===== src/rtl/cpu_pkg.sv =====
// Shared CPU definitions used by the fetch stage and its neighbours.
// Contents: instruction/PC widths, reset fetch address, instruction field
// positions for the decode stage, and the fetch FSM state type.
package cpu_pkg;

   localparam int unsigned INSTR_W = 32;
   localparam int unsigned PC_W    = 64;
   localparam logic [63:0] RESET_PC = 64'h2000;

   // Instruction field positions
   localparam int unsigned OPCODE_MSB = 31;
   localparam int unsigned OPCODE_LSB = 27;
   localparam int unsigned RD_MSB     = 26;
   localparam int unsigned RD_LSB     = 22;
   localparam int unsigned RS_MSB     = 21;
   localparam int unsigned RS_LSB     = 17;
   localparam int unsigned RT_MSB     = 16;
   localparam int unsigned RT_LSB     = 12;
   localparam int unsigned L_MSB      = 11;
   localparam int unsigned L_LSB      = 0;

   typedef enum logic [1:0] {
      IDLE,
      FETCH,
      HALT
   } fetch_state_t;

endpackage


===== src/rtl/fetch_fifo.sv =====
// Synchronous FIFO holding {pc, instr} entries for the fetch stage.
// Ports:
//   clk, reset  clock, asynchronous active-low reset
//   flush       discard all entries (dominates push/pop)
//   push, din   write an entry
//   pop         remove the head entry (ignored when empty)
//   dout        head entry, zero when empty
//   count       number of valid entries (0..DEPTH)
module fetch_fifo #(
   parameter int unsigned WIDTH = 96,
   parameter int unsigned DEPTH = 4,
   localparam int unsigned AW = $clog2(DEPTH),
   localparam int unsigned CW = AW + 1
) (
   input  logic             clk,
   input  logic             reset,
   input  logic             flush,
   input  logic             push,
   input  logic [WIDTH-1:0] din,
   input  logic             pop,
   output logic [WIDTH-1:0] dout,
   output logic [CW-1:0]    count
);

   logic [WIDTH-1:0] mem [DEPTH];
   logic [AW-1:0]    wr_ptr;
   logic [AW-1:0]    rd_ptr;
   logic             do_push;
   logic             do_pop;

   // A push into a full queue is accepted only when the head leaves this cycle.
   assign do_pop  = pop && (count != '0);
   assign do_push = push && ((count != CW'(DEPTH)) || do_pop);

   assign dout = (count != '0) ? mem[rd_ptr] : '0;

   always_ff @(posedge clk or negedge reset) begin
      if (!reset) begin
         wr_ptr <= '0;
         rd_ptr <= '0;
         count  <= '0;
      end else if (flush) begin
         wr_ptr <= '0;
         rd_ptr <= '0;
         count  <= '0;
      end else begin
         if (do_push) wr_ptr <= wr_ptr + AW'(1);
         if (do_pop)  rd_ptr <= rd_ptr + AW'(1);
         count <= count + CW'(do_push) - CW'(do_pop);
      end
   end

   always_ff @(posedge clk) begin
      if (do_push && !flush) mem[wr_ptr] <= din;
   end

endmodule


===== src/rtl/fetch_unit.sv =====
// Instruction fetch stage: owns the PC, issues in-order memory requests,
// queues returned words with their PCs and hands them to decode.
// Ports:
//   clk, reset                         clock, asynchronous active-low reset
//   imem_req/imem_addr/imem_ready      request channel to instruction memory
//   imem_rvalid/imem_rdata             in-order response channel
//   redirect_valid/redirect_pc         flush and restart at a new PC
//   halt_req                           stop issuing fetches
//   instr_valid/instr/instr_pc/instr_ready  decode handshake
//   halted                             halted with nothing outstanding
module fetch_unit #(
   parameter int unsigned      PC_W     = cpu_pkg::PC_W,
   parameter logic [PC_W-1:0]  RESET_PC = PC_W'(cpu_pkg::RESET_PC),
   parameter int unsigned      DEPTH    = 4
) (
   input  logic                        clk,
   input  logic                        reset,
   output logic                        imem_req,
   output logic [PC_W-1:0]             imem_addr,
   input  logic                        imem_ready,
   input  logic                        imem_rvalid,
   input  logic [cpu_pkg::INSTR_W-1:0] imem_rdata,
   input  logic                        redirect_valid,
   input  logic [PC_W-1:0]             redirect_pc,
   input  logic                        halt_req,
   output logic                        instr_valid,
   output logic [cpu_pkg::INSTR_W-1:0] instr,
   output logic [PC_W-1:0]             instr_pc,
   input  logic                        instr_ready,
   output logic                        halted
);

   import cpu_pkg::*;

   localparam int unsigned CW = $clog2(DEPTH) + 1;
   localparam int unsigned FW = PC_W + INSTR_W;

   fetch_state_t    state;
   logic [PC_W-1:0] pc;
   logic [PC_W-1:0] resp_pc;
   logic [PC_W-1:0] target_pc;
   logic [CW-1:0]   outstanding;
   logic [CW-1:0]   drop_cnt;
   logic [CW-1:0]   out_next;
   logic [CW-1:0]   fifo_count;
   logic [CW:0]     occupancy;
   logic [FW-1:0]   fifo_dout;
   logic            accept;
   logic            rsp;
   logic            do_redirect;
   logic            push;
   logic            pop;

   assign target_pc   = redirect_pc & ~PC_W'(3);
   assign do_redirect = redirect_valid && (state != IDLE);
   assign accept      = imem_req && imem_ready;
   // Responses with nothing outstanding are protocol errors and are ignored.
   assign rsp         = imem_rvalid && (outstanding != '0);
   assign out_next    = outstanding + CW'(accept) - CW'(rsp);

   // Requests are gated by in-flight plus buffered, so the queue never overflows.
   assign occupancy = {1'b0, outstanding} + {1'b0, fifo_count};
   assign imem_req  = (state == FETCH) && (occupancy < (CW+1)'(DEPTH));
   assign imem_addr = pc;

   assign push = rsp && (drop_cnt == '0) && !do_redirect;
   assign pop  = instr_valid && instr_ready;

   assign instr_valid = (fifo_count != '0);
   assign instr_pc    = fifo_dout[FW-1:INSTR_W];
   assign instr       = fifo_dout[INSTR_W-1:0];
   assign halted      = (state == HALT) && (outstanding == '0);

   always_ff @(posedge clk or negedge reset) begin
      if (!reset) begin
         state       <= IDLE;
         pc          <= RESET_PC;
         resp_pc     <= RESET_PC;
         outstanding <= '0;
         drop_cnt    <= '0;
      end else begin
         outstanding <= out_next;
         if (do_redirect) begin
            // Everything still in flight after this edge belongs to the old path.
            pc       <= target_pc;
            resp_pc  <= target_pc;
            drop_cnt <= out_next;
            state    <= FETCH;
         end else begin
            if (accept) pc <= pc + PC_W'(4);
            if (rsp) begin
               if (drop_cnt != '0) drop_cnt <= drop_cnt - CW'(1);
               else                resp_pc  <= resp_pc + PC_W'(4);
            end
            case (state)
               IDLE:    state <= FETCH;
               FETCH:   if (halt_req) state <= HALT;
               HALT:    state <= HALT;
               default: state <= IDLE;
            endcase
         end
      end
   end

   fetch_fifo #(
      .WIDTH (FW),
      .DEPTH (DEPTH)
   ) u_fifo (
      .clk   (clk),
      .reset (reset),
      .flush (do_redirect),
      .push  (push),
      .din   ({resp_pc, imem_rdata}),
      .pop   (pop),
      .dout  (fifo_dout),
      .count (fifo_count)
   );

endmodule


===== config.mk =====
export PLATFORM = sky130hd
export DESIGN_NAME = fetch_unit
export DESIGN_NICKNAME = d
export VERILOG_FILES = /design/src/rtl/cpu_pkg.sv /design/src/rtl/fetch_fifo.sv /design/src/rtl/fetch_unit.sv
export SDC_FILE = /design/constraint.sdc
export NUM_CORES = 1
export LEC_CHECK = 0
export BUFFER_PORTS_ARGS = -buffer_cell sky130_fd_sc_hd__buf_2
export CAP_MARGIN = 20
export CELL_PAD_IN_SITES_DETAIL_PLACEMENT = 0
export CELL_PAD_IN_SITES_GLOBAL_PLACEMENT = 1
export CORE_MARGIN = 3
export CORE_UTILIZATION = 38
export CTS_CLUSTER_SIZE = 40
export DETAILED_ROUTE_END_ITERATION = 7
export PLACE_DENSITY_LB_ADDON = 0.3
export SLEW_MARGIN = 20
export SYNTH_ARGS = -nofsm -noshare
export SYNTH_HDL_FRONTEND = slang
export SYNTH_SLANG_ARGS = --single-unit

===== constraint.sdc =====
create_clock -name clk -period 9.8 [get_ports clk]
set_clock_uncertainty 0.15 [all_clocks]
set_input_delay 1.96 -clock clk [delete_from_list [all_inputs] [get_ports clk]]
set_output_delay 1.96 -clock clk [all_outputs]
set_load 0.02 [all_outputs]

==> results by group <==
Status
  • Status: finished clean

Timing
  • Period minus WS final: 5.287 ns
  • Hold Vio Cnt, Final: 0
  • Slew @ Worst Pin: 1.031 ns
  • Fin crit share: 53.95%
  • Max-slew violations: 0
  • Final TNS setup: 0 ns
  • RSZ-0062 raised after global routing: no
  • Max Clk Rate: 189.1 MHz
  • Slew margin rel.: 31.24%
  • Final setup viols: 0

Routing
  • DR DRC count: 0
  • Vias: 14300
  • DRT Pass-1 Iters: 5
  • Via/cell ratio: 5.456
  • Detail Route Antenna Nets: 0
  • Number of DRC markers in iteration 0: 892
  • Wire length per cell: 21.93 microns
  • Routed Wire Length: 57480 microns

Die
  • Starting Density: 38.71%
  • Row Count: 88
  • Die Wd: 249.4 microns
  • Die Y: 249.4 microns
  • Die area: 62180 sq um
  • Core area: 58140 sq um
  • IO Pins: 266

Layout
  • Most frequent cells in the layout: 376 x edfxtp_1, 258 x buf_2, 135 x dfrtp_1
  • Layout area overhead: 17.07%
  • Share of layout cells above drive strength 1: 25.92%
  • Finished Layout Cells: 2621
  • Final core utilization: 45.32%
  • N_diodes: 0
  • Commonest non-fill, non-tap cell in the layout: edfxtp_1
  • Post-route design area: 26350 sq um
  • Nets: 1936

Worst setup path
  • Worst Path Required: 7.69 ns
  • WP data arrival: 3.18 ns
  • CP Class: register to output port
  • Crit-path max cell delay: 0.84 ns
  • Reg-to-Reg End: u_fifo.mem[0][79]
  • Crit path max-delay family: buffers and inverters
  • Max FO, Critical Path: 35
  • R2R Setup Slk: 5.70 ns
  • CP endpoint kind: output port
  • Startpoint types: register
  • CP bufs+invs: 2
  • CP Cell Sequence: buf_4 > mux4_2 > and2_1 > buf_2
  • FF-to-FF Start: state[0]
  • R2R depth: 7
  • Slowest-stage cell, CP: dfrtp_4

GRT
  • Global-route wire length before repair: 87770 microns
  • GRT Util Overall: 18.26%
  • Initial antenna violation count: 0
  • Total gr overflow: 0
  • Vias in the first global route: 14400
  • Largest net degree at the start of global routing: 97

Clock tree
  • Worst-Skew Late Latency: 0.59 ns
  • Clk pin slew, worst setup/hold paths: 0.07 ns
  • CTS hold repair buffers: 0
  • # resized after CTS: 0
  • CTS tree: done
  • # clock sinks: 515
  • Root Driver: clkbuf_16
  • Num CTS Buffers: 54
  • Max clock buf depth: 3
  • CTS H-tree lvls: 2
  • Post-CTS setup repair buffer count: 0

Logic synthesis
  • Avg Cell Area, Syn: 14.37 sq um
  • Area leader, netlist: edfxtp_1
  • Area fraction of the dominant cell type after synthesis: 50.17%
  • FFs w/ async S/R, synth: 26.99%
  • Ys Warns: 0
  • Register bit total from synthesis: 515
  • Post-Syn Area: 22500 sq um
  • Mapped Cells: 1566
  • Area contributors post-synth: edfxtp_1 50%, dfrtp_1 15%, mux4_2 9.4%
  • Netlist cell types: 54
  • EDFF count, synth: 376
  • Ys flop type: edfxtp_1
  • Sequential fraction of the synthesis area: 65.64%

Placement
  • Placed Instance Area: 24580 sq um
  • Placed cells: 2523
  • # port buffers: 259
  • GPL Wtd Cong: 0.8344
  • HPWL after DPL: 37370 microns

Hold path
  • WHS Path Cells: 2
  • Hold Crit Class: register to register
  • Hold path startpoint: state[0]
  • WHS Endpoint: state[0]

Pwr
  • Int Pwr: 5.087 mW
  • Sequential power share: 42.1%
  • Power share of the clock group: 24.7%
  • Power share of the combinational group: 33.2%
  • Worst vdd ir: 165.8 uV
  • Leakage Power: 9.142 nW
  • Psw: 3.108 mW
  • Sw Share: 37.93%
  • P per Cell Area: 311.0 nW/um^2

Job
  • Max-cap violations: 0
[power groups by stage]
stage	registers [mW]	logic [mW]	clock network, mW
6_report	3.45	2.72	2.03
5_1_grt	3.52	2.98	2.16
4_1_cts	3.44	2.78	2.08
3_5_place_dp	3.48	2.77	0
3_3_place_gp	3.45	2.75	0
2_1_floorplan	3.35	1.82	0
[worst max path at each step]
stage | start | end | slack, ns | cells after the start
after global routing | u_fifo.rd_ptr[0] | instr_pc[31] | 4.24 | 4
final | u_fifo.rd_ptr[0] | instr_pc[31] | 4.51 | 4
after global placement | imem_rvalid | u_fifo.mem[2][79] | 4.25 | 7
after floorplan | imem_rvalid | u_fifo.mem[0][0] | 4.10 | 5
after CTS | u_fifo.rd_ptr[0] | instr_pc[31] | 4.33 | 4
after detailed placement | imem_rvalid | u_fifo.mem[2][79] | 4.19 | 7
[flip-flops by register name, summed over array words and instances, names as in the netlist]
register,cells
imem_addr,62
drop_cnt,3
state,2
u_fifo.rd_ptr,2
resp_pc,62
u_fifo.mem,376
outstanding,3
u_fifo.count,3
u_fifo.wr_ptr,2
[kinds of logic (layout without fill, tap and decap cells)]
group	after synthesis	in the layout	synth area share (%)
DFF	515	515	65.64
buffers and inverters	111	398	1.935
muxes	104	104	9.858
xor gates and xnor gates	57	57	2.218
other	1	4	0.01666
and+or+nand+nor	577	577	14.13
AOI/OAI and AO/OA	182	182	5.076
adders and majority gates	19	19	1.123
[final cells by class]
type	instances	area, sq um
clock buffer	63	1419
clock inverter	35	347.8
fill	5248	31790
inverter	27	101.3
multi-input combinational	943	7335
sequential	515	14780
tap	765	957.2
timing repair buffer	273	1408
[worst reg2reg max path, delay by kind of cell (launching register included)]
kind | cells | cell delay [ns]
buf+inv | 3 | 1.28
fa+ha+maj | 1 | 0.31
simple gates | 3 | 1.50
flops | 1 | 0.40
[cell usage after synthesis, types with 4 or more instances]
cell type and instances:
or3_1 26, or4_1 36, nand3_1 55, and2_1 108, a31oi_1 46, and3_1 19
nor4_1 25, nor2_1 110, xnor2_1 39, mux4_2 94, nand2b_1 5, nand2_1 66
mux2i_1 9, a21oi_1 54, o21ai_0 21, nor3_1 46, edfxtp_1 376, inv_1 27
ha_1 17, a211oi_1 17, a311oi_1 6, and4_1 16, dfrtp_1 137, clkbuf_1 56
or2_2 7, xor2_1 18, o31ai_1 28, buf_1 21, nand4_1 40, buf_4 4
[through the flow]
stage	setup slack, ns	total power [mW]	hold WS, ns
floorplan	4.095	5.164	0.3388
global placement	4.247	6.194	0.3738
detailed placement	4.193	6.251	0.3780
CTS	4.328	8.302	0.3940
global route	4.240	8.661	0.4224
finish	4.513	8.195	0.3953
[routing by layer]
layer  up-vias  routed length, microns  track usage (%)
met2       391                   26420            28.55
met4         0                    1264            4.576
li1       6570                       -                -
met1      7259                   26690            26.51
met3        81                    3113            3.331
met5         -                       0                0
Note: power is estimated with default switching activity, not from simulation.
